`src/rtl/mips_cpu_mem_pkg.sv`:
```
// Shared types and helpers for the load/store bus sequencer and the downstream wordmask stage.
package mips_cpu_mem_pkg;

  localparam int unsigned ADDR_W = 32;
  localparam int unsigned DATA_W = 32;
  localparam int unsigned BE_W   = DATA_W / 8;
  localparam int unsigned OP_W   = 4;
  localparam int unsigned MSK_W  = 3;
  localparam int unsigned OFF_W  = 2;

  typedef enum logic [OP_W-1:0] {
    OP_LW  = 4'd0,
    OP_LH  = 4'd1,
    OP_LHU = 4'd2,
    OP_LB  = 4'd3,
    OP_LBU = 4'd4,
    OP_LWL = 4'd5,
    OP_LWR = 4'd6,
    OP_SW  = 4'd7,
    OP_SH  = 4'd8,
    OP_SB  = 4'd9
  } mem_op_t;

  // Mode codes understood by wordmask.
  localparam logic [MSK_W-1:0] MSK_WORD  = 3'b000;
  localparam logic [MSK_W-1:0] MSK_HALF  = 3'b001;
  localparam logic [MSK_W-1:0] MSK_HALFU = 3'b010;
  localparam logic [MSK_W-1:0] MSK_BYTE  = 3'b011;
  localparam logic [MSK_W-1:0] MSK_BYTEU = 3'b100;
  localparam logic [MSK_W-1:0] MSK_LWL   = 3'b101;
  localparam logic [MSK_W-1:0] MSK_LWR   = 3'b110;

  typedef enum logic [1:0] {
    ST_IDLE  = 2'd0,
    ST_READ  = 2'd1,
    ST_WRITE = 2'd2,
    ST_RESP  = 2'd3
  } mem_state_t;

  function automatic logic is_store(input mem_op_t op);
    return (op == OP_SW) || (op == OP_SH) || (op == OP_SB);
  endfunction

  // Only the low address bits matter for alignment.
  function automatic logic is_misaligned(input mem_op_t op, input logic [OFF_W-1:0] addr);
    logic bad;
    bad = 1'b0;
    case (op)
      OP_LW, OP_SW:         bad = (addr != 2'b00);
      OP_LH, OP_LHU, OP_SH: bad = addr[0];
      default:              bad = 1'b0;
    endcase
    return bad;
  endfunction

  function automatic logic [MSK_W-1:0] msk_code(input mem_op_t op);
    logic [MSK_W-1:0] code;
    code = MSK_WORD;
    case (op)
      OP_LH:   code = MSK_HALF;
      OP_LHU:  code = MSK_HALFU;
      OP_LB:   code = MSK_BYTE;
      OP_LBU:  code = MSK_BYTEU;
      OP_LWL:  code = MSK_LWL;
      OP_LWR:  code = MSK_LWR;
      default: code = MSK_WORD;
    endcase
    return code;
  endfunction

endpackage

```
`src/rtl/mips_cpu_store_align.sv`:
```
// Combinational byte-lane and store-data alignment for a single 32-bit little-endian access.
module mips_cpu_store_align
  import mips_cpu_mem_pkg::*;
(
  input  mem_op_t                 op,
  input  logic [OFF_W-1:0]        addr_lo,
  input  logic [DATA_W-1:0]       wdata,
  output logic [BE_W-1:0]         byteenable_c,
  output logic [DATA_W-1:0]       writedata_c
);

  // Loads read the full word; wordmask does the lane extraction.
  always_comb begin
    byteenable_c = 4'b1111;
    writedata_c  = '0;
    case (op)
      OP_SW: begin
        writedata_c = wdata;
      end
      OP_SH: begin
        byteenable_c = addr_lo[1] ? 4'b1100 : 4'b0011;
        writedata_c  = {2{wdata[15:0]}};
      end
      OP_SB: begin
        byteenable_c = BE_W'(4'b0001 << addr_lo);
        writedata_c  = {4{wdata[7:0]}};
      end
      default: begin
        byteenable_c = 4'b1111;
        writedata_c  = '0;
      end
    endcase
  end

endmodule

```
`src/rtl/mips_cpu_mem_access.sv`:
```
// Load/store sequencer: one Avalon-MM access per request, raw read word plus wordmask codes back.
module mips_cpu_mem_access
  import mips_cpu_mem_pkg::*;
(
  input  logic                 clk,
  input  logic                 reset,
  input  logic                 req_valid,
  output logic                 req_ready,
  input  mem_op_t              req_op,
  input  logic [ADDR_W-1:0]    req_addr,
  input  logic [DATA_W-1:0]    req_wdata,
  output logic [ADDR_W-1:0]    avm_address,
  output logic                 avm_read,
  output logic                 avm_write,
  output logic [BE_W-1:0]      avm_byteenable,
  output logic [DATA_W-1:0]    avm_writedata,
  input  logic [DATA_W-1:0]    avm_readdata,
  input  logic                 avm_waitrequest,
  output logic                 resp_valid,
  output logic [DATA_W-1:0]    resp_data,
  output logic [MSK_W-1:0]     resp_msk_cnt,
  output logic [OFF_W-1:0]     resp_msk_cnt2,
  output logic                 resp_err
);

  mem_state_t          state;
  logic [BE_W-1:0]     be_c;
  logic [DATA_W-1:0]   wd_c;
  logic                misaligned_c;
  logic                store_c;

  assign misaligned_c = is_misaligned(req_op, req_addr[OFF_W-1:0]);
  assign store_c      = is_store(req_op);

  mips_cpu_store_align u_store_align (
    .op           (req_op),
    .addr_lo      (req_addr[OFF_W-1:0]),
    .wdata        (req_wdata),
    .byteenable_c (be_c),
    .writedata_c  (wd_c)
  );

  // Bus address, lanes and data are captured at accept so they stay stable while stalled.
  always_ff @(posedge clk) begin
    if (reset) begin
      state          <= ST_IDLE;
      req_ready      <= 1'b1;
      avm_address    <= '0;
      avm_read       <= 1'b0;
      avm_write      <= 1'b0;
      avm_byteenable <= '0;
      avm_writedata  <= '0;
      resp_valid     <= 1'b0;
      resp_data      <= '0;
      resp_msk_cnt   <= '0;
      resp_msk_cnt2  <= '0;
      resp_err       <= 1'b0;
    end else begin
      case (state)
        ST_IDLE: begin
          if (req_valid) begin
            req_ready     <= 1'b0;
            resp_data     <= '0;
            resp_msk_cnt  <= msk_code(req_op);
            resp_msk_cnt2 <= req_addr[OFF_W-1:0];
            resp_err      <= misaligned_c;
            if (misaligned_c) begin
              resp_valid <= 1'b1;
              state      <= ST_RESP;
            end else begin
              avm_address    <= {req_addr[ADDR_W-1:OFF_W], 2'b00};
              avm_byteenable <= be_c;
              avm_writedata  <= wd_c;
              if (store_c) begin
                avm_write <= 1'b1;
                state     <= ST_WRITE;
              end else begin
                avm_read <= 1'b1;
                state    <= ST_READ;
              end
            end
          end
        end
        ST_READ: begin
          if (!avm_waitrequest) begin
            avm_read   <= 1'b0;
            resp_data  <= avm_readdata;
            resp_valid <= 1'b1;
            state      <= ST_RESP;
          end
        end
        ST_WRITE: begin
          if (!avm_waitrequest) begin
            avm_write  <= 1'b0;
            resp_valid <= 1'b1;
            state      <= ST_RESP;
          end
        end
        ST_RESP: begin
          resp_valid <= 1'b0;
          req_ready  <= 1'b1;
          state      <= ST_IDLE;
        end
        default: begin
          avm_read   <= 1'b0;
          avm_write  <= 1'b0;
          resp_valid <= 1'b0;
          req_ready  <= 1'b1;
          state      <= ST_IDLE;
        end
      endcase
    end
  end

endmodule

```
`config.mk`:
```
export PLATFORM = sky130hd
export DESIGN_NAME = mips_cpu_mem_access
export DESIGN_NICKNAME = d
export VERILOG_FILES = /design/src/rtl/mips_cpu_mem_pkg.sv /design/src/rtl/mips_cpu_store_align.sv /design/src/rtl/mips_cpu_mem_access.sv
export SDC_FILE = /design/constraint.sdc
export NUM_CORES = 1
export LEC_CHECK = 0
export BUFFER_PORTS_ARGS = -buffer_cell sky130_fd_sc_hd__buf_2
export CAP_MARGIN = 0
export CORE_MARGIN = 2
export CORE_UTILIZATION = 33
export CTS_BUF_LIST = sky130_fd_sc_hd__clkbuf_8
export DETAILED_ROUTE_END_ITERATION = 12
export SLEW_MARGIN = 20
export SYNTH_ARGS = -nofsm -noshare
export SYNTH_HDL_FRONTEND = slang
export SYNTH_SLANG_ARGS = --single-unit
```
`constraint.sdc`:
```
create_clock -name clk -period 5.4 [get_ports clk]
set_input_delay 1.08 -clock clk [delete_from_list [all_inputs] [get_ports clk]]
set_output_delay 1.08 -clock clk [all_outputs]
set_load 0.02 [all_outputs]
```
==> flow_summary.toml <==
[status]
status = "finished, final reports clean"

[run]
drv_cap = 0

[global_routing]
grt_pass1_vias = 4525
grt_pass1_wl_mm = 22.54
grt_antenna_before_repair = 1
grt_max_degree = 70
grt-ovfl-total = 0
track_usage_pct = 17.76

[cts]
clock_sinks = 110
cts_max_path_buffers = 2
clkTransAtPathRegs_ns = 0.10
cts_buffers = 9
ctsHoldBuffers = 0
clock_latency_ns = 0.37
clockRootBuffer = "clkbuf_8"
htreeDepth = 3
post_cts_buffers = 0
cts_tree = "built"
cts_resized = 0

[drt]
routed_wl_mm = 13.92
ant_nets = 0
drcViolationCount = 0
avgRoutedWirePerCell_um = 15.33
vias_per_cell = 5.046
vias = 4582
drtIter0Drc = 271
first_pass_iters = 5

[yosys]
syn_area_um2 = 4791
syn-instance-count = 536
synth_edf_count = 0
synthFlopType = "dfxtp_1"
yosysTopAreaCell = "dfxtp_1"
synth-seq-area-share_pct = 45.97
synthTopCellsByArea = "dfxtp_1 (46%), mux2i_1 (7.9%), a21oi_1 (7.1%)"
ys_seq_elements = 110
ys_warn_count = 0
synthDistinctLibCells = 42
synthArstFlopShare_pct = 0
synth_top_area_share_pct = 45.97
syn_avg_cell_area_um2 = 8.938

[final_layout]
instances_no_fill = 908
final_nets = 826
area_growth_pct = 27.08
drive_gt1_share_pct = 36.93

[place]
place_inst = 891
portBuffers = 211
dpl.hpwl_mm = 10.07
place_congestion = 0.8003

[setup_path]
slowest_delay_ns = 0.75
ff2ff_setup_slack_ns = 2.37
worstSetupPathType = "reg2reg"
worstSetupEndpointType = "register"
critPathLaunchType = "register"
path_max_fanout = 69
cp_cell_sequence = "inv_1 > ha_1 > nand2_1 > nor4b_4 > buf_4 > mux2i_1 > nor2_1"
r2r-end = "avm_address[2]"
rr_startpoint = "state[0]"
crit_path_top_delay_cell = "buf_4"
required_ns = 5.63
ff2ff_path_depth = 7
crit_arrival_ns = 3.26

[timing]
relSlewSlack_pct = 32.66
rsz0062_at_grt = "false"
fin_crit_ns = 3.030
post-route-period-util_pct = 56.11
worst_pin_slew_ns = 1.010
slew_viol_final = 0
fin_skew_ns = 0.007497
fmax_ghz = 0.3300
setup-tns-final_ns = 0
setup_viol = 0
hold_violations = 0

[floorplanning]
die_w_um = 124.5
io_pins = 214
coreArea_um2 = 14370
die_h_um = 124.5
dieArea_um2 = 15500
placementRows = 44
start_util_pct = 33.34

[power_and_ir_drop]
p_int_uw = 1546
vdd_drop_max_mv = 0.1903
pwr-share-seq_pct = 39.7
power_switching_uw = 1073
clockPowerShare_pct = 19.3
p_sw_share_pct = 40.97
combinationalPowerShare_pct = 41.0
leakagePower_uw = 0.002701
p_per_area_nw_per_um2 = 430.1

[min_path]
hold_class = "reg2reg"
worstHoldEndpoint = "resp_data[8]"
min_path_cells = 2
worstHoldStart = "resp_data[8]"
-- cell families after synthesis --
logic type,Yosys count,synth area share (%)
AO/OA/AOI/OAI,133,20.37
adder cells (fa/ha/maj),4,1.045
buffers and inverters,55,5.955
flip-flops,110,45.96
multiplexers,39,8.174
other,1,0.07827
AND/OR/NAND/NOR,194,18.41
-- layer usage --
layer	GRT usage, %	share of wire (%)
met2	28.42	47
met3	4.639	6.4
met5	0	0
met4	8.196	2.6
met1	22.40	44
-- how the worst max path moves through the flow --
stage / end / startpoint / slack, ns / depth (start not counted)
after detailed placement: avm_address[13] / req_op[0] / 2.09 / 7
final: avm_address[2] / state[0] / 2.37 / 7
after global routing: avm_byteenable[3] / state[0] / 2.07 / 7
after floorplan: resp_valid / req_op[0] / 2.80 / 6
after CTS: avm_byteenable[3] / state[0] / 2.38 / 7
after global placement: avm_address[2] / req_op[0] / 2.15 / 7
-- cell usage in the layout, fill, tap and decap left out, types with 10 or more instances in the layout --
cell type	instances
nand2_1	41
nand3_1	43
a211oi_2	25
clkbuf_8	10
nor2_1	83
mux2i_1	38
dfxtp_1	110
nand2b_1	10
buf_2	210
a21oi_1	68
a22oi_1	16
-- state kept, by name, indices dropped and copies added (netlist names) --
signal and cells:
avm_address 30, avm_byteenable 4, avm_read 1, avm_write 1, avm_writedata 32, req_ready 1, resp_data 32, resp_err 1
resp_msk_cnt 3, resp_msk_cnt2 2, resp_valid 1, state 2
-- critical path, delay by kind of cell (launching register included) --
kind / cells / cell delay [ns]
buffers and inverters: 2 / 0.85
muxes: 1 / 0.27
adders and majority gates: 1 / 0.49
DFF: 1 / 0.36
and+or+nand+nor: 3 / 0.86
-- per-stage QoR --
step                      worst slack [ns]  hold WS (ns)  total power (uW)  cell area [um^2]  util [%]
after floorplan                      2.801        0.5040              1843              4795         -
after global placement               2.149        0.4351              2101              5878     40.91
after detailed placement             2.093        0.4441              2135              5881     40.93
after CTS                            2.383        0.4592              2651              6080     42.31
after global routing                 2.070        0.4776              2799              6088     42.37
final                                2.370        0.4567              2619              6088     42.37
-- layout make-up --
type,count,area [um^2]
fill,1441,8280
multi-input combinational,372,2321
sequential,110,2202
timing repair buffer,217,1104
tap,184,230.2
clock buffer,10,137.6
clock inverter,6,61.31
inverter,8,30.03
antenna,1,2.502
-- power by group through the flow --
stage	registers [uW]	clock network (uW)	logic, uW
4_1_cts	1040	530	1080
2_1_floorplan	1220	0	620
3_3_place_gp	1050	0	1050
5_1_grt	1060	556	1190
6_report	1040	505	1070
3_5_place_dp	1060	0	1080
-- cell usage after synthesis (2+ instances only) --
library cell,n
o21ai_0,5
a211oi_2,25
nor4b_1,2
mux2i_1,38
nor2b_1,2
a22o_1,2
nand3_1,43
a2111oi_0,2
buf_4,3
buf_6,8
ha_1,4
nor3_1,2
a31oi_1,2
a311oi_2,3
nand2_1,41
nor2_1,83
buf_2,6
nand4_1,3
nand2b_1,10
dfxtp_1,110
a21o_1,3
clkbuf_1,30
a21oi_1,68
a22oi_1,16
inv_1,8
Power figures use the tool's default switching activity.
